`config.mk`:
```
export PLATFORM = sky130hd
export DESIGN_NAME = reg_serie_para
export DESIGN_NICKNAME = d
export VERILOG_FILES = /design/src/rtl/reg_serie_para.sv
export SDC_FILE = /design/constraint.sdc
export NUM_CORES = 1
export LEC_CHECK = 0
export BUFFER_PORTS_ARGS = -buffer_cell sky130_fd_sc_hd__buf_2
export CAP_MARGIN = 20
export CELL_PAD_IN_SITES_DETAIL_PLACEMENT = 1
export CELL_PAD_IN_SITES_GLOBAL_PLACEMENT = 1
export CORE_MARGIN = 4
export CORE_UTILIZATION = 25
export DETAILED_ROUTE_END_ITERATION = 8
export PLACE_DENSITY = 0.48
export REMOVE_ABC_BUFFERS = 1
export SLEW_MARGIN = 15
export SYNTH_ARGS = -nofsm -noshare
export SYNTH_HDL_FRONTEND = slang
export SYNTH_SLANG_ARGS = --single-unit
```
`constraint.sdc`:
```
create_clock -name clk_i -period 2.2 [get_ports clk_i]
set_input_delay 0.22 -clock clk_i [delete_from_list [all_inputs] [get_ports clk_i]]
set_output_delay 0.22 -clock clk_i [all_outputs]
set_load 0.05 [all_outputs]
```
`src/rtl/reg_serie_para.sv`:
```
// reg_serie_para: serial-in / parallel-out SPI receive register.
// Captures synchronized MISO bits on controller strobes and publishes each word.
module reg_serie_para #(
    parameter int WIDTH       = 8,
    parameter bit MSB_FIRST   = 1'b1,
    parameter int SYNC_STAGES = 2
) (
    input  logic             clk_i,
    input  logic             rst_i,
    input  logic             start_i,
    input  logic             sample_i,
    input  logic             abort_i,
    input  logic             miso_i,
    output logic [WIDTH-1:0] data_o,
    output logic             valid_o,
    output logic             busy_o
);

    localparam int CW = (WIDTH > 1) ? $clog2(WIDTH) : 1;
    localparam logic [CW-1:0] LAST = CW'(WIDTH - 1);

    typedef enum logic [1:0] {
        IDLE = 2'd0,
        RECV = 2'd1,
        DONE = 2'd2
    } state_t;

    state_t                 r_state;
    logic [SYNC_STAGES-1:0] r_sync;
    logic [WIDTH-1:0]       r_sreg;
    logic [CW-1:0]          r_cnt;
    logic [WIDTH-1:0]       r_data;
    logic                   r_valid;
    logic                   r_busy;

    logic                   w_miso_s;
    logic [WIDTH-1:0]       w_sreg_nxt;
    logic                   w_last;

    assign w_miso_s = r_sync[SYNC_STAGES-1];
    assign w_last   = (r_cnt == LAST);

    // Bring the asynchronous MISO line into the clock domain.
    always_ff @(posedge clk_i) begin
        if (!rst_i) begin
            r_sync <= '0;
        end else begin
            r_sync[0] <= miso_i;
            for (int i = 1; i < SYNC_STAGES; i++) begin
                r_sync[i] <= r_sync[i-1];
            end
        end
    end

    // Shift direction decides where the first received bit ends up.
    always_comb begin
        w_sreg_nxt = r_sreg;
        if (MSB_FIRST) begin
            w_sreg_nxt = {r_sreg[WIDTH-2:0], w_miso_s};
        end else begin
            w_sreg_nxt = {w_miso_s, r_sreg[WIDTH-1:1]};
        end
    end

    // Frame FSM; every output is registered alongside the state.
    always_ff @(posedge clk_i) begin
        if (!rst_i) begin
            r_state <= IDLE;
            r_sreg  <= '0;
            r_cnt   <= '0;
            r_data  <= '0;
            r_valid <= 1'b0;
            r_busy  <= 1'b0;
        end else begin
            unique case (r_state)
                IDLE: begin
                    r_valid <= 1'b0;
                    if (start_i) begin
                        r_sreg  <= '0;
                        r_cnt   <= '0;
                        r_busy  <= 1'b1;
                        r_state <= RECV;
                    end else begin
                        r_busy  <= 1'b0;
                    end
                end
                RECV: begin
                    r_valid <= 1'b0;
                    if (abort_i) begin
                        r_cnt   <= '0;
                        r_busy  <= 1'b0;
                        r_state <= IDLE;
                    end else if (sample_i) begin
                        r_sreg <= w_sreg_nxt;
                        if (w_last) begin
                            r_data  <= w_sreg_nxt;
                            r_valid <= 1'b1;
                            r_cnt   <= '0;
                            r_busy  <= 1'b0;
                            r_state <= DONE;
                        end else begin
                            r_cnt <= r_cnt + 1'b1;
                        end
                    end
                end
                DONE: begin
                    r_valid <= 1'b0;
                    if (start_i) begin
                        r_sreg  <= '0;
                        r_cnt   <= '0;
                        r_busy  <= 1'b1;
                        r_state <= RECV;
                    end else begin
                        r_busy  <= 1'b0;
                        r_state <= IDLE;
                    end
                end
                default: begin
                    r_cnt   <= '0;
                    r_valid <= 1'b0;
                    r_busy  <= 1'b0;
                    r_state <= IDLE;
                end
            endcase
        end
    end

    assign data_o  = r_data;
    assign valid_o = r_valid;
    assign busy_o  = r_busy;

endmodule

```
* Yosys cells after proc, flatten, opt, wreduce, memory -nomap -nowiden
Cells that the tools add are included.
** Word-level totals
- Register bits :: 24
- Bits in latches :: 0
- Memory bits (writable) :: 0
- Memory bits (read-only) :: 0
- Bits of input ports :: 6
- Output and inout bits :: 10
- Word-level logic and storage cells :: 51
- Memories :: 0
** Cells by class
- Add/sub/neg operators :: 1
- Multipliers :: 0
- Divide/modulo/power cells :: 0
- Magnitude comparators :: 0
- Eq/ne operators :: 9
- Shift-type cells :: 0
- Muxes and demuxes :: 21
- Bitwise operators :: 4
- Reductions and logical operators :: 9
** Operators with widths (count)
- 7-bit 2-to-1 mux :: 3
- 7-bit one-hot mux with 2 select lines :: 1
- 3-bit 2-to-1 mux :: 4
- 2-bit 2-to-1 mux :: 4
- 4-bit AND reduction :: 2
- 1-bit 2-to-1 mux :: 6
- 2-bit inequality test (second input constant) :: 3
- 3-bit inequality test (second input constant) :: 2
- 2-bit one-hot mux with 3 select lines :: 1
- 3-bit one-hot mux with 2 select lines :: 1
- 1-bit inverter :: 4
- 2-bit AND reduction :: 2
- 4-bit OR reduction :: 1
- 3-bit by 1-bit adder with 3-bit output (second input constant) :: 1
- 3-bit equality test (second input constant) :: 1
- 3-bit AND reduction :: 1
- 2-bit by 1-bit equality test with 1-bit output (second input constant) :: 1
- 2-bit equality test (second input constant) :: 1
- 2-bit logical NOT :: 1
- 2-bit by 1-bit inequality test with 1-bit output (second input constant) :: 1
- 1-bit one-hot mux with 2 select lines :: 1
- 2-bit nonzero test :: 1
- 2-bit OR reduction :: 1

* Logic depth before layout (Yosys ltp)
- Depth after elaboration :: 5
- Mapped depth :: 5
- Gate-level depth less buffers :: 5

* Worst setup path after synthesis
OpenSTA, ideal clock, no wires.
- Kind :: reg-to-reg
- From :: register r_cnt[0]
- To :: register r_state[1]
- Library setup time :: 0.114 ns
- Data arrival time :: 1.296 ns
- Required time :: 2.086 ns
- Slack :: 0.790 ns
- Stages on the path, launching flop included :: 5
- Path buffers :: 0
- Period minus slack after synthesis :: 1.410 ns
- Path through :: dfxtp_1 ha_1 ha_1 nor4b_1 and2b_1
** Between the ends
- Cells in the longest elaborated chain, start to end :: 3
** Ends and longest elaborated chain
- start: declaration :: line 31 : logic [CW-1:0] r_cnt;
- start signal: assignment :: line 102 : r_cnt <= r_cnt + 1'b1;
- 3-bit equality test :: line 41 : assign w_last = (r_cnt == LAST);
- via w_last :: line 38 : logic w_last;
- 3-bit inequality test (no source line)
- 3-bit AND reduction (no source line)
- end signal: assignment :: line 68 : r_state <= IDLE;
- end signal: assignment :: line 82 : r_state <= RECV;
- end signal: assignment :: line 92 : r_state <= IDLE;
- end: declaration :: line 28 : state_t r_state;
The timed path passes the listed nets, and every way through them passes these cells.
A chain may end at the register's enable or synchronous reset.

* Final worst setup path
- From :: register r_cnt[0]
- To :: register r_cnt[1]
** Between the ends
- Cells in the longest elaborated chain, start to end :: 5
** Ends and longest elaborated chain
- 3-bit equality test :: line 41
- via w_last :: line 38
- 3-bit 2-to-1 mux :: line 95 : if (w_last) begin
- 3-bit 2-to-1 mux :: line 93 : end else if (sample_i) begin
- 3-bit 2-to-1 mux :: line 89 : if (abort_i) begin
- 3-bit one-hot mux with 2 select lines :: line 75 : unique case (r_state)
The timed path passes the listed nets, and every way through them passes these cells. The select of a mux whose other input is x is not followed.

==> summary.md <==
| Metric | Value |
|---|---|
| Final hold slack | `0.150 ns` |
| Postcts setup bufs | `0` |
| Reg power frac | `50.6%` |
| GRT Overall Usage | `9.25%` |
| Kind of critical path | `reg2reg` |
| Post-synthesis register bit count | `24` |
| Clock skew | `0.00985 ns` |
| I/O Buffers | `15` |
| Final nets | `113` |
| Worst min-delay path startpoint | `miso_i` |
| Clock Latency Late Sink | `0.27 ns` |
| Antenna Nets Post-Route | `0` |
| Reg2Reg Depth | `5` |
| Worst Hold Class | `in2reg` |
| Cell family with most CP delay | `simple AND/OR/NAND/NOR gates` |
| Internal reg-to-reg setup slack | `0.59 ns` |
| Synth Cell Area | `925 µm²` |
| Root Buffer | `clkbuf_8` |
| CP Cell Sequence | `ha_1, ha_1, nor4b_1, nand3_1, mux2i_1` |
| Via density | `4.54` |
| Final Power | `0.000876 W` |
| Most common cell after layout, fill and taps aside | `dfxtp_1` |
| Design Area, Final | `0.00111 mm²` |
| RR Startpoint | `r_cnt[0]` |
| CTS Buffer Depth | `2` |
| Max-slew violations | `0` |
| Dpl hpwl | `1360 µm` |
| Row count | `21` |
| Die X-Extent | `68.8 µm` |
| Most frequent cells in the layout | `24 x dfxtp_1, 20 x nand2_1, 15 x buf_2` |
| Int Pwr | `0.000699 W` |
| Number of global-route vias before repair | `670` |
| Critical R2R Capture | `r_cnt[1]` |
| Final Hold Fails | `0` |
| Buffers & Inverters on Critical Path | `0` |
| Mapped Cells | `89` |
| Status | `finished clean` |
| Worst Max-Slew Pin Slew | `0.630 ns` |
| Final setup vio count | `0` |
| CP max-delay cell | `nor4b_1` |
| Distinct cells, synth | `25` |
| Post-route minimum period | `1.61 ns` |
| CTS Buf Count | `3` |
| Slew HR | `57.9%` |
| Antenna cells | `0` |
| Startpoint Class | `register` |
| Pwr dens | `791 mW/mm²` |
| Initial antenna violation count | `0` |
| Die H | `68.8 µm` |
| Worst Hold Depth | `2` |
| Cts hold-fix bufs | `0` |
| Comb pwr share | `5.1%` |
| PostCTS Resize Cnt | `0` |
| Most used cell, CP | `ha_1` |
| Period Utilization, post-route | `73.4%` |
| Crit path depth | `5` |
| CP Capture Type | `register` |
| Vias | `681` |
| Hold endpoint | `r_sync[0]` |
| Max incr delay on CP | `0.51 ns` |
| RSZ-0062 raised after global routing | `no` |
| Initial Utilization | `26.9%` |
| Largest net degree at the start of global routing | `23` |
| Final GP Congestion | `0.685` |
| Area of the core | `0.00344 mm²` |
| DP Area | `0.00104 mm²` |
| Worst path required time | `2.40 ns` |
| Clk slew on worst S/H paths | `0.09 ns` |
| Final setup TNS | `0 ns` |
| Die Area | `0.00474 mm²` |
| Psw | `0.000177 W` |
| DR WL/cell | `12.6 µm` |
| Grt ovf | `0` |
| Critical Path AT | `1.81 ns` |
| Syn Area/Cell | `10.4 µm²` |
| Max cap viols | `0` |
| Layout area overhead | `19.8%` |
| Seq/Total Area, Yosys | `52.0%` |
| IO Count | `16` |
| H-tree depth | `1` |
| CTS tree | `done` |
| Residual DRC count | `0` |
| Sw Share | `20.2%` |
| CTS Sinks | `24` |
| Drt first pass iters | `3` |
| Ys Warns | `0` |
| Leak Pwr | `0.447 nW` |
| Initial DRC Count | `12` |
| Clock network power share | `44.3%` |
| Filler Cell Count | `410` |
| Maximum clock frequency | `620 MHz` |
| Drt total wl | `1900 µm` |
| CP Max Fanout | `4` |
| Max VDD drop | `0.249 mV` |
| Proportion of layout cells with a drive suffix above 1 | `22.1%` |
| First-pass GRT wire length | `3170 µm` |
layer usage:
metal / share of wire (%) / wire [µm] / vias to the layer above / GRT usage (%)
met2: 46 / 881 / 10 / 14.2
met5: 0 / 0 / - / 0
li1: - / - / 344 / -
met1: 48 / 908 / 323 / 11.5
met4: 1.9 / 36 / 0 / 5.11
met3: 3.6 / 68 / 4 / 2.76
registers in the layout, indices dropped and copies added, names as in the netlist:
name     count
busy_o       1
valid_o      1
data_o       8
r_sreg       7
r_cnt        3
r_sync       2
r_state      2
cells in the mapped netlist:
master	instances	area, µm²
a211o_1	1	8.76
a21oi_1	2	10.0
a22o_1	6	52.6
a31o_2	1	8.76
and2_0	1	6.26
and2_1	3	18.8
and2b_1	2	15.0
and3_1	1	6.26
and4bb_4	1	16.3
buf_2	1	5.00
buf_6	1	11.3
clkbuf_1	2	7.51
clkbuf_2	1	5.00
dfxtp_1	24	480
ha_1	2	25.0
inv_1	1	3.75
mux2i_1	10	100
nand2_1	20	75.1
nand2b_1	2	12.5
nand3_1	1	5.00
nand3b_1	2	15.0
nor3b_2	1	12.5
nor4b_1	1	8.76
o22ai_1	1	6.26
o32ai_1	1	8.76
final cells by class:
| type | count | area [µm²] | share of cell area (%) |
|---|---|---|---|
| sequential | 24 | 480 | 43.4 |
| multi-input combinational | 59 | 412 | 37.2 |
| clock buffer | 3 | 41.3 | 3.73 |
| tap | 46 | 57.6 | 5.20 |
| timing repair buffer | 16 | 82.6 | 7.46 |
| clock inverter | 1 | 30.0 | 2.71 |
| inverter | 1 | 3.75 | 0.339 |
worst max path at each step:
stage               slack, ns  startpoint    endpoint
floorplan                0.79    r_cnt[0]  r_state[1]
global placement         0.67     abort_i   data_o[0]
detailed placement       0.61    r_cnt[0]    r_cnt[0]
CTS                      0.58    r_cnt[0]    r_cnt[1]
global route             0.51    r_cnt[0]    r_cnt[1]
finish                   0.59    r_cnt[0]    r_cnt[1]
power groups by stage:
stage	sequential, W	clock, W	combinational [W]
detailed placement	0.000453	0	0.0000455
global route	0.000445	0.000419	0.0000494
finish	0.000443	0.000388	0.0000446
floorplan	0.000458	0	0.0000196
global placement	0.000453	0	0.0000449
CTS	0.000443	0.000400	0.0000456
cells by family (layout without fill, tap and decap cells):
group                      after synthesis  in the layout  synth area share [%]
and+or+nand+nor                         35             35                  20.7
DFF                                     24             24                  52.0
adders and majority gates                2              2                  2.71
buffers and inverters                    6             21                  3.52
muxes                                   10             10                  10.8
AOI/OAI and AO/OA                       12             12                  10.3
metrics by stage:
step | std cells | util [%] | worst slack, ns
2_1_floorplan | 84 | - | 0.789
3_3_place_gp | 146 | 30.1 | 0.674
3_5_place_dp | 146 | 30.1 | 0.615
4_1_cts | 150 | 32.2 | 0.580
5_1_grt | 150 | 32.2 | 0.510
6_report | 150 | 32.2 | 0.586
Note: power is estimated with default switching activity, not from simulation.
